`config.mk`:
```
export PLATFORM = sky130hd
export DESIGN_NAME = instruction_fetch_unit
export DESIGN_NICKNAME = d
export VERILOG_FILES = /design/src/rtl/ifu_pkg.sv /design/src/rtl/branch_predecode.sv /design/src/rtl/instruction_fetch_unit.sv
export SDC_FILE = /design/constraint.sdc
export NUM_CORES = 1
export LEC_CHECK = 0
export BUFFER_PORTS_ARGS = -buffer_cell sky130_fd_sc_hd__clkbuf_2
export CELL_PAD_IN_SITES_DETAIL_PLACEMENT = 1
export CELL_PAD_IN_SITES_GLOBAL_PLACEMENT = 1
export CORE_ASPECT_RATIO = 0.9
export CORE_MARGIN = 2
export CORE_UTILIZATION = 35
export CTS_BUF_LIST = sky130_fd_sc_hd__clkbuf_4
export CTS_CLUSTER_DIAMETER = 80
export DETAILED_ROUTE_END_ITERATION = 7
export PLACE_DENSITY_LB_ADDON = 0.1
export SLEW_MARGIN = 20
export SYNTH_ARGS = -nofsm -noshare
export SYNTH_HDL_FRONTEND = slang
export SYNTH_SLANG_ARGS = --single-unit
```
`constraint.sdc`:
```
create_clock -name clk -period 3.95 [get_ports clk]
set_input_delay 0.79 -clock clk [delete_from_list [all_inputs] [get_ports clk]]
set_output_delay 0.79 -clock clk [all_outputs]
set_load 0.05 [all_outputs]
```
`src/rtl/ifu_pkg.sv`:
```
// ---------------------------------------------------------------------------
// ifu_pkg
// Shared definitions for the instruction fetch unit: ARM encoding constants
// used by branch predecode, PC arithmetic constants and the fetch FSM state
// type.
//
// Optional feature macro (consumed by the files that import this package):
//   IFU_STATIC_BRANCH_EN - enables static redirection on unconditional B/BL.
// ---------------------------------------------------------------------------
package ifu_pkg;

  // ARM condition field value meaning "always"
  localparam logic [3:0]  COND_AL      = 4'hE;
  // Bits [27:25] of an ARM B/BL instruction
  localparam logic [2:0]  OP_BRANCH    = 3'b101;
  // Sequential fetch increment (one 32-bit word)
  localparam logic [31:0] PC_STEP      = 32'd4;
  // ARM reads PC as the instruction address plus 8
  localparam logic [31:0] ARM_PC_AHEAD = 32'd8;

  // FETCH streams normally; BUBBLE is the one empty cycle after a redirect
  typedef enum logic {
    FETCH  = 1'b0,
    BUBBLE = 1'b1
  } ifu_state_e;

  // Byte offset of a B/BL instruction: imm24 sign-extended, times four
  function automatic logic [31:0] branch_offset(input logic [23:0] imm24);
    return {{6{imm24[23]}}, imm24, 2'b00};
  endfunction

endpackage : ifu_pkg

```
`src/rtl/branch_predecode.sv`:
```
// ---------------------------------------------------------------------------
// branch_predecode
// Combinational predecode of the instruction word currently returned by the
// ROM. Flags unconditional B/BL and computes its target address so fetch can
// redirect itself without waiting for execute.
//
// The module only exists when IFU_STATIC_BRANCH_EN is defined; in the default
// build there is no predecode logic at all.
//
// Ports:
//   instruction      in  32  ROM word being captured this cycle
//   pc               in  32  address that word was fetched from
//   is_static_branch out  1  word is B/BL with the AL condition
//   target           out 32  pc + 8 + sign_extend(imm24) * 4
// ---------------------------------------------------------------------------
`ifdef IFU_STATIC_BRANCH_EN
module branch_predecode
  import ifu_pkg::*;
(
  input  logic [31:0] instruction,
  input  logic [31:0] pc,
  output logic        is_static_branch,
  output logic [31:0] target
);

  // Only the always-taken form is safe to follow before the flags are known
  assign is_static_branch = (instruction[31:28] == COND_AL) &&
                            (instruction[27:25] == OP_BRANCH);

  // ARM branch targets are relative to the instruction address plus 8
  assign target = pc + ARM_PC_AHEAD + branch_offset(instruction[23:0]);

endmodule : branch_predecode
`endif

```
`src/rtl/instruction_fetch_unit.sv`:
```
// ---------------------------------------------------------------------------
// instruction_fetch_unit
// Reading side of the combinational instruction ROM. Holds the PC, drives the
// ROM address from it, captures each returned word into the IF/ID register
// and hands it to decode over a valid/ready handshake. Execute-stage
// redirects reload the PC and leave one bubble cycle.
//
// Optional feature macro:
//   IFU_STATIC_BRANCH_EN - predecode the captured word; unconditional B/BL
//                          redirect fetch immediately and set id_pred_taken.
//
// Parameters:
//   RESET_PC         PC value loaded on reset (bits [1:0] must be 0)
//
// Ports:
//   clk              in   1  clock, rising edge
//   rst              in   1  asynchronous active-high reset
//   imem_addr        out 32  ROM address, always the PC register
//   imem_data        in  32  ROM word for imem_addr, same cycle
//   id_valid         out  1  IF/ID register holds an instruction
//   id_ready         in   1  decode accepts the instruction this cycle
//   id_instr         out 32  captured instruction
//   id_pc            out 32  address of the captured instruction
//   id_pred_taken    out  1  fetch already followed this static branch
//   redirect_valid   in   1  execute-stage PC redirect
//   redirect_target  in  32  new PC, low two bits forced to zero
// ---------------------------------------------------------------------------
module instruction_fetch_unit
  import ifu_pkg::*;
#(
  parameter logic [31:0] RESET_PC = 32'h0000_0000
) (
  input  logic        clk,
  input  logic        rst,
  output logic [31:0] imem_addr,
  input  logic [31:0] imem_data,
  output logic        id_valid,
  input  logic        id_ready,
  output logic [31:0] id_instr,
  output logic [31:0] id_pc,
  output logic        id_pred_taken,
  input  logic        redirect_valid,
  input  logic [31:0] redirect_target
);

  ifu_state_e  r_state;
  ifu_state_e  w_state_next;
  logic [31:0] r_pc;
  logic [31:0] w_pc_next;
  logic        r_id_valid;
  logic        w_id_valid_next;
  logic [31:0] r_id_instr;
  logic [31:0] w_id_instr_next;
  logic [31:0] r_id_pc;
  logic [31:0] w_id_pc_next;
  logic        r_id_pred_taken;
  logic        w_id_pred_taken_next;

  logic        w_advance;
  logic [31:0] w_seq_pc;
  logic        w_capture_pred;
  logic [31:0] w_redirect_pc;

  // Word-align the external target by masking rather than slicing
  assign w_redirect_pc = redirect_target & ~32'h0000_0003;

  // The slot is empty during BUBBLE, so fetch always captures there
  assign w_advance = (r_state == BUBBLE) || !r_id_valid || id_ready;

`ifdef IFU_STATIC_BRANCH_EN
  logic        w_is_static_branch;
  logic [31:0] w_branch_target;

  branch_predecode u_branch_predecode (
    .instruction      (imem_data),
    .pc               (r_pc),
    .is_static_branch (w_is_static_branch),
    .target           (w_branch_target)
  );

  assign w_seq_pc       = w_is_static_branch ? w_branch_target : (r_pc + PC_STEP);
  assign w_capture_pred = w_is_static_branch;
`else
  assign w_seq_pc       = r_pc + PC_STEP;
  assign w_capture_pred = 1'b0;
`endif

  // Next-state and next-register logic: redirect beats advance beats hold.
  // A redirect leaves the captured word in place but marks the slot empty.
  always_comb begin
    w_state_next         = r_state;
    w_pc_next            = r_pc;
    w_id_valid_next      = r_id_valid;
    w_id_instr_next      = r_id_instr;
    w_id_pc_next         = r_id_pc;
    w_id_pred_taken_next = r_id_pred_taken;

    if (redirect_valid) begin
      w_pc_next       = w_redirect_pc;
      w_id_valid_next = 1'b0;
      w_state_next    = BUBBLE;
    end else if (w_advance) begin
      w_id_instr_next      = imem_data;
      w_id_pc_next         = r_pc;
      w_id_pred_taken_next = w_capture_pred;
      w_id_valid_next      = 1'b1;
      w_pc_next            = w_seq_pc;
      w_state_next         = FETCH;
    end
  end

  // State, PC and IF/ID registers
  always_ff @(posedge clk or posedge rst) begin
    if (rst) begin
      r_state         <= FETCH;
      r_pc            <= RESET_PC;
      r_id_valid      <= 1'b0;
      r_id_instr      <= 32'h0;
      r_id_pc         <= 32'h0;
      r_id_pred_taken <= 1'b0;
    end else begin
      r_state         <= w_state_next;
      r_pc            <= w_pc_next;
      r_id_valid      <= w_id_valid_next;
      r_id_instr      <= w_id_instr_next;
      r_id_pc         <= w_id_pc_next;
      r_id_pred_taken <= w_id_pred_taken_next;
    end
  end

  assign imem_addr     = r_pc;
  assign id_valid      = r_id_valid;
  assign id_instr      = r_id_instr;
  assign id_pc         = r_id_pc;
  assign id_pred_taken = r_id_pred_taken;

endmodule : instruction_fetch_unit

```
==> results by group, run 1 <==
Placed design
  • Gpl congestion: 0.702
  • Setup Slack @ Placement: 1.50 ns
  • PortBufs: roughly 160
  • Placed insts: 644
  • DPL Wire Length: 7850 um

Routing
  • First DRT Iteration DRCs: 133
  • Top Metal Used: met4
  • Met3 WL: 697 um
  • Routed Antenna Nets: 0
  • Drt wl/cell: 16.5 um
  • Metal-1 WL: 4720 um
  • Met2 wire length: 5300 um
  • Post-Route WL: 10,800 um
  • DRT Pass-1 Iters: 5
  • Vias: around 3,300
  • Vias/cell: 5.03
  • DRC: 0

STA
  • Period minus WS final: 2.20 ns
  • RSZ-0062 raised after global routing: no
  • Worst setup margin: 1.75 ns
  • Final setup viols: 0
  • Slew Viols, Final: 0
  • Tcrit/Tclk final: 0.558
  • Max frequency: ~450 MHz
  • Final Hold Vio Count: 0
  • Slew headroom: 0.555
  • Slew @ Worst Pin: 0.665 ns
  • Min Hold Slack: 0.407 ns
  • Setup tns final: 0 ns
  • Worst Skew: 0.0104 ns

Logic synthesis
  • Top cell type's share of synthesized area: 0.567
  • Distinct cells, synth: 32
  • Yosys Warn Count: 0
  • Simple-Gate Fraction of Synth Area: 0.136
  • Flops & latches, synth: 94
  • Largest family of logic cells by synthesized area: multiplexers
  • Mux share of post-synthesis cell area: 0.171
  • Dominant synthesized flop cell: dfrtp_1
  • Post-Synthesis Cells: 346
  • Area fraction in compound gates after synthesis: 0.0721
  • Share of the yosys chip area belonging to registers: 0.567
  • Asr flop ratio synth: 1.00
  • EDFF count, synth: 0
  • XOR/XNOR share of the synthesized area: 0.0169
  • Area leader, netlist: dfrtp_1
  • Synth Area in Adders: 0.00301
  • Area of the mapped netlist: roughly 4200 um^2
  • Dominant cells by area after synthesis: dfrtp_1 (57%), mux2_2 (17%), or4_1 (3.3%)
  • Syn avg cell area: 12.0 um^2

Die
  • Die height: 107 um
  • Number of cell rows: 37
  • Die area: 12,700 um^2
  • Core ar.: 11,500 um^2
  • IO Pins: 166
  • Die width: 119 um
  • Initial core utilization: 0.361

Global route
  • Vias in the first global route: 3,446
  • Largest net degree at the start of global routing: 54
  • GR Util All Layers: 0.176
  • Congestion Overflow GR: 0
  • First-pass GRT wire length: 17,500 um
  • Initial antenna violation count: 0

Power
  • PwrDens: 484 nW/um^2
  • Worst vdd ir: 0.000336 V
  • Leakage: 2.39 nW

CTS
  • CTS Sinks: between 90 and 100
  • Postcts setup bufs: 0
  • Root buffer cell: clkbuf_4
  • Skew-Pair Late Insertion Delay: 0.46 ns
  • # H-tree levels: 3
  • Clock-pin transition on the worst setup and hold timing paths: 0.14 ns
  • Post-CTS Hold Buffers: 0
  • CTS tree: built
  • CTS resizes: 0
  • CTS Buf Count: 9
  • Clock buffer depth: 2

Critical path
  • Data required, critical path: 3.16 ns
  • CP Class: reg2out
  • Worst path max stage delay: 0.59 ns
  • Crit-path slowest cell: dfrtp_1
  • Startpoint Class: flop
  • CP bufs+invs: 1
  • Data arrival, critical path: 1.41 ns
  • CP cell instances: clkbuf_2
  • Endpoint class of the critical path: primary output
  • CP delay by family, top: flip-flops
  • Crit Path Max Fanout: 10

Worst hold path
  • Min-Delay Path Class: in2async

Run status
  • Run status: complete, no violations

Layout
  • Nets: 568
  • Reg area: 2350 um^2
  • Commonest non-fill, non-tap cell in the layout: clkbuf_2
  • Area grow syn2layout: 25.6%
  • Fraction of layout cells with a size suffix above 1: 0.487
  • Commonest non-fill, non-tap cells in the layout: clkbuf_2 (158), dfrtp_1 (94), mux2_2 (62), nand2_1 (25), or4_1 (18)
  • FILL cells: about 1,300
  • Multi-input gate area: roughly 1700 um^2
  • Antenna cells: 0
  • Finished Layout Cells: 659

Flow run
  • Max Cap Violations: 0
[cells by family after synthesis]
| family | Yosys count |
|---|---|
| simple gates | 103 |
| other cells | 1 |
| compound gates | 46 |
| buf+inv | 30 |
| fa+ha+maj | 1 |
| mux | 63 |
| flops | 94 |
| xor+xnor | 8 |
[metal layers]
metal  up-vias  global-route usage
met3         8              0.0657
met4         0              0.0485
met2        97               0.289
met1      1649               0.220
li1       1560                   -
met5         -                   0
[cell usage after synthesis, types with 6 or more instances]
cell / number
o21ai_0: 12
dfrtp_1: 94
nand4_1: 9
or3_1: 8
xor2_1: 6
nor2_1: 17
a31oi_1: 15
o31ai_1: 12
nand2_1: 25
clkbuf_1: 17
mux2_2: 62
nand3_1: 14
or4_1: 18
[registers in the layout (all words and copies together) (netlist names)]
signal and flops:
id_instr 32, id_pc 30, id_valid 1, imem_addr 30
r_state 1
[metrics by stage]
stage / area [um^2] / util / power, mW
final: 5210 / 0.454 / 2.52
after detailed placement: 5090 / 0.443 / 2.04
after floorplan: 4170 / - / 1.82
after CTS: 5210 / 0.454 / 2.57
after global routing: 5210 / 0.454 / 2.66
after global placement: 5090 / 0.443 / 2.03
[worst paths after layout]
check                                  start            end  slack (ns)  depth (start not counted)
worst max-delay path            imem_addr[5]   imem_addr[5]        1.75                          1
max in group asynchronous                rst      id_pc[14]        2.77                          3
min in group clk                id_instr[11]   id_instr[11]        0.52                          1
worst max register to register  imem_addr[6]  imem_addr[30]        1.79                          4
worst min-delay path                     rst   id_instr[15]        0.41                          2
worst min register to register  id_instr[11]   id_instr[11]        0.52                          1
[area by class of cell]
cell class / instances / area share
sequential: 94 / 0.451
multi-input combinational: 226 / 0.322
timing repair buffer: 162 / 0.160
tap: 156 / 0.0374
clock buffer: 10 / 0.0144
clock inverter: 5 / 0.00984
inverter: 6 / 0.00480
[power by group]
group          total (mW)  switching, mW  internal [mW]
Combinational       0.831          0.614          0.217
Sequential           1.18          0.101           1.08
Clock               0.511          0.318          0.193
Total                2.52           1.03           1.49
(Power assumes the default switching activity.)
==> inputs of run 2 (changes only) <==
CORE_UTILIZATION = 34   (was 35)
clock period = 1.9 ns   (was 3.95 ns; I/O delays follow)
==> run 2 against run 1 <==
  * The run now ends with negative setup slack left
  * Sequential share of layout area shrank 4.0 points
  * Non-clock buffer count is 52 higher
  * Worst hold slack got worse by 0.29 ns
  * Worst setup slack got worse by 1.9 ns
  * Core utilization increased by 3.0 points
  * Sequential power increased by 100%
  * Register-to-register slack got worse by 1.9 ns
  * Via count increased by 7.8%
  * Largest cell class unchanged
  * Sequential cell count did not move
==> results by group, run 2 (same netlist as run 1, synthesis figures left out) <==
Placed design
  • PortBufs: 158 (unchanged)
  • Gpl congestion: 0.753 (was 0.702)
  • DP Area: 5460 um^2 (was 5090 um^2)
  • DPL Wire Length: 8610 um (was 7850 um)

Run status
  • Run status: finished with violations (was complete, no violations)
  • Violated checks: negative setup slack

Global route
  • Largest net degree at the start of global routing: 54 (unchanged)
  • GR Util All Layers: 0.182 (was 0.176)
  • Congestion Overflow GR: 0 (unchanged)
  • Initial antenna violation count: 0 (unchanged)
  • First-pass GRT wire length: 18,400 um (was 17,500 um)
  • Vias in the first global route: 3,544 (was 3,446)

Die
  • IO Pins: 166 (unchanged)
  • Die height: 109 um (was 107 um)
  • Number of cell rows: 38 (was 37)
  • Core ar.: 12,000 um^2 (was 11,500 um^2)
  • Die width: 120 um (was 119 um)
  • Initial core utilization: 0.346 (was 0.361)
  • Die area: 13,100 um^2 (was 12,700 um^2)

Layout
  • Nets: 622 (was 568)
  • Commonest non-fill, non-tap cells in the layout: clkbuf_2 (158), dfrtp_1 (70), mux2_2 (62), buf_4 (48), nand2_1 (25) (was clkbuf_2 (158), dfrtp_1 (94), mux2_2 (62), nand2_1 (25), or4_1 (18))
  • FILL cells: 1,369 (was 1,325)
  • Antenna cells: 0 (unchanged)
  • Fraction of layout cells with a size suffix above 1: 0.606 (was 0.487)
  • Final instance area: 5800 um^2 (was 5210 um^2)
  • Commonest non-fill, non-tap cell in the layout: clkbuf_2 (unchanged)
  • Area grow syn2layout: 39.7% (was 25.6%)
  • Max reg flops: 32 (unchanged)

Power
  • Internal power: 3.30 mW (was 1.49 mW)
  • Seq pwr share: 0.437 (was 0.469)
  • Leakage: 2.65 nW (was 2.39 nW)
  • Switching Fraction: 0.401 (was 0.409)
  • NetSw: 2.21 mW (was 1.03 mW)
  • Clock network power share: 0.208 (was 0.202)
  • PwrDens: 949 nW/um^2 (was 484 nW/um^2)
  • Power share of the combinational group: 0.355 (was 0.329)
  • Worst vdd ir: 0.000580 V (was 0.000336 V)

Critical path
  • Data arrival, critical path: 2.44 ns (was 1.41 ns)
  • Data required, critical path: 2.29 ns (was 3.16 ns)
  • Startpoint Class: flop (unchanged)
  • CP Class: reg2reg (was reg2out)
  • Endpoint class of the critical path: flop (was primary output)
  • Crit Path Max Fanout: 4 (was 10)
  • CP startpoint: imem_addr[16] (was imem_addr[5])
  • R2r startpoint: imem_addr[16] (was imem_addr[6])

STA
  • Tcrit/Tclk final: 1.08
  • Slew @ Worst Pin: 0.549 ns (was 0.665 ns)
  • Final setup viols: 10 (was 0)
  • Slew Viols, Final: 0 (unchanged)
  • Slew headroom: 0.634 (was 0.555)
  • Min Hold Slack: 0.113 ns (was 0.407 ns)
  • Worst Skew: 0.0157 ns (was 0.0104 ns)
  • Max frequency: 488 MHz
  • RSZ-0062 raised after global routing: yes (was no)
  • Final Hold Vio Count: 0 (unchanged)
  • Worst setup margin: -0.148 ns (was 1.75 ns)
  • Period minus WS final: 2.05 ns

Flow run
  • Max Cap Violations: 0 (unchanged)

CTS
  • # H-tree levels: 3 (unchanged)
  • CTS tree: built (unchanged)
  • CTS Sinks: 94 (unchanged)
  • CTS Buf Count: 9 (unchanged)
  • Clock buffer depth: 2 (unchanged)
  • Skew-Pair Late Insertion Delay: 0.47 ns (was 0.46 ns)
  • Clock-pin transition on the worst setup and hold timing paths: 0.15 ns (was 0.14 ns)
  • Root buffer cell: clkbuf_4 (unchanged)

Routing
  • Post-Route WL: 12,200 um (was 10,800 um)
  • Vias/cell: 4.98 (was 5.03)
  • Routed Antenna Nets: 0 (unchanged)
  • Drt wl/cell: 16.9 um (was 16.5 um)
  • DRT Pass-1 Iters: 4 (was 5)
  • DRC: 0 (unchanged)
  • First DRT Iteration DRCs: 101 (was 133)
  • Vias: 3,574 (was 3,314)

Worst hold path
  • Hold Startpoint: redirect_target[3]
  • Min-Delay Path Class: in2reg (was in2async)
==> run 2: worst max-delay path, stage by stage (launching register included) <==
cell     delay [ns]
dfrtp_2        0.38
nand4_1        0.22
buf_4          0.21
or4_4          0.54
or4_1          0.43
a31oi_1        0.19
==> run 2: power by group through the flow <==
stage	clock network (mW)	logic [mW]	registers, mW
after floorplan	0	0.430	3.37
after global placement	0	1.91	2.44
after detailed placement	0	1.93	2.45
after CTS	1.20	1.94	2.41
after global routing	1.28	2.06	2.45
final	1.14	1.95	2.41
==> run 2: metal layers <==
layer	vias to the layer above	GRT usage	wire length [um]
met3	10	0.0607	701
met5	-	0	0
met1	1776	0.241	5510
met2	106	0.291	5820
li1	1682	-	-
met4	0	0.0440	136
==> run 2: area by class of cell <==
class / count / area, um^2 / area share
sequential: 94 / 2380 / 0.411
multi-input combinational: 228 / 1790 / 0.309
timing repair buffer: 214 / 1260 / 0.217
tap: 160 / 200 / 0.0345
clock buffer: 14 / 105 / 0.0181
clock inverter: 2 / 33.8 / 0.00583
inverter: 6 / 26.3 / 0.00453
==> run 2: final timing paths <==
kind                            slack (ns)  cells after the start             to
worst max-delay path                 -0.15                      5  imem_addr[30]
worst min-delay path                  0.11                      3   imem_addr[3]
worst max register to register       -0.15                      5  imem_addr[30]
worst min register to register        0.52                      1   id_instr[12]
max in group asynchronous             0.84                      4  imem_addr[15]
min in group asynchronous             0.56                      4   id_instr[17]
==> run 2: through the flow <==
stage / setup TNS [ns] / util / std cells / setup WS (ns) / power (mW)
final: -0.795 / 0.484 / 718 / -0.148 / 5.50
after global routing: -1.92 / 0.484 / 718 / -0.270 / 5.79
after CTS: -0.245 / 0.468 / 704 / -0.0780 / 5.55
after detailed placement: -0.257 / 0.455 / 687 / -0.0537 / 4.38
after global placement: -0.0741 / 0.455 / 687 / -0.0220 / 4.35
after floorplan: -1.03 / - / 350 / -0.190 / 3.80
==> run 2: timing repair <==
item                                   CTS  global route
hold buffers                             1             0
cloned                                   0             3
endpoints found under the hold margin   37             0
gates resized for setup                  1            18
buffers inserted                         0            11
pin swaps                                2            14
setup endpoints to repair                8            13
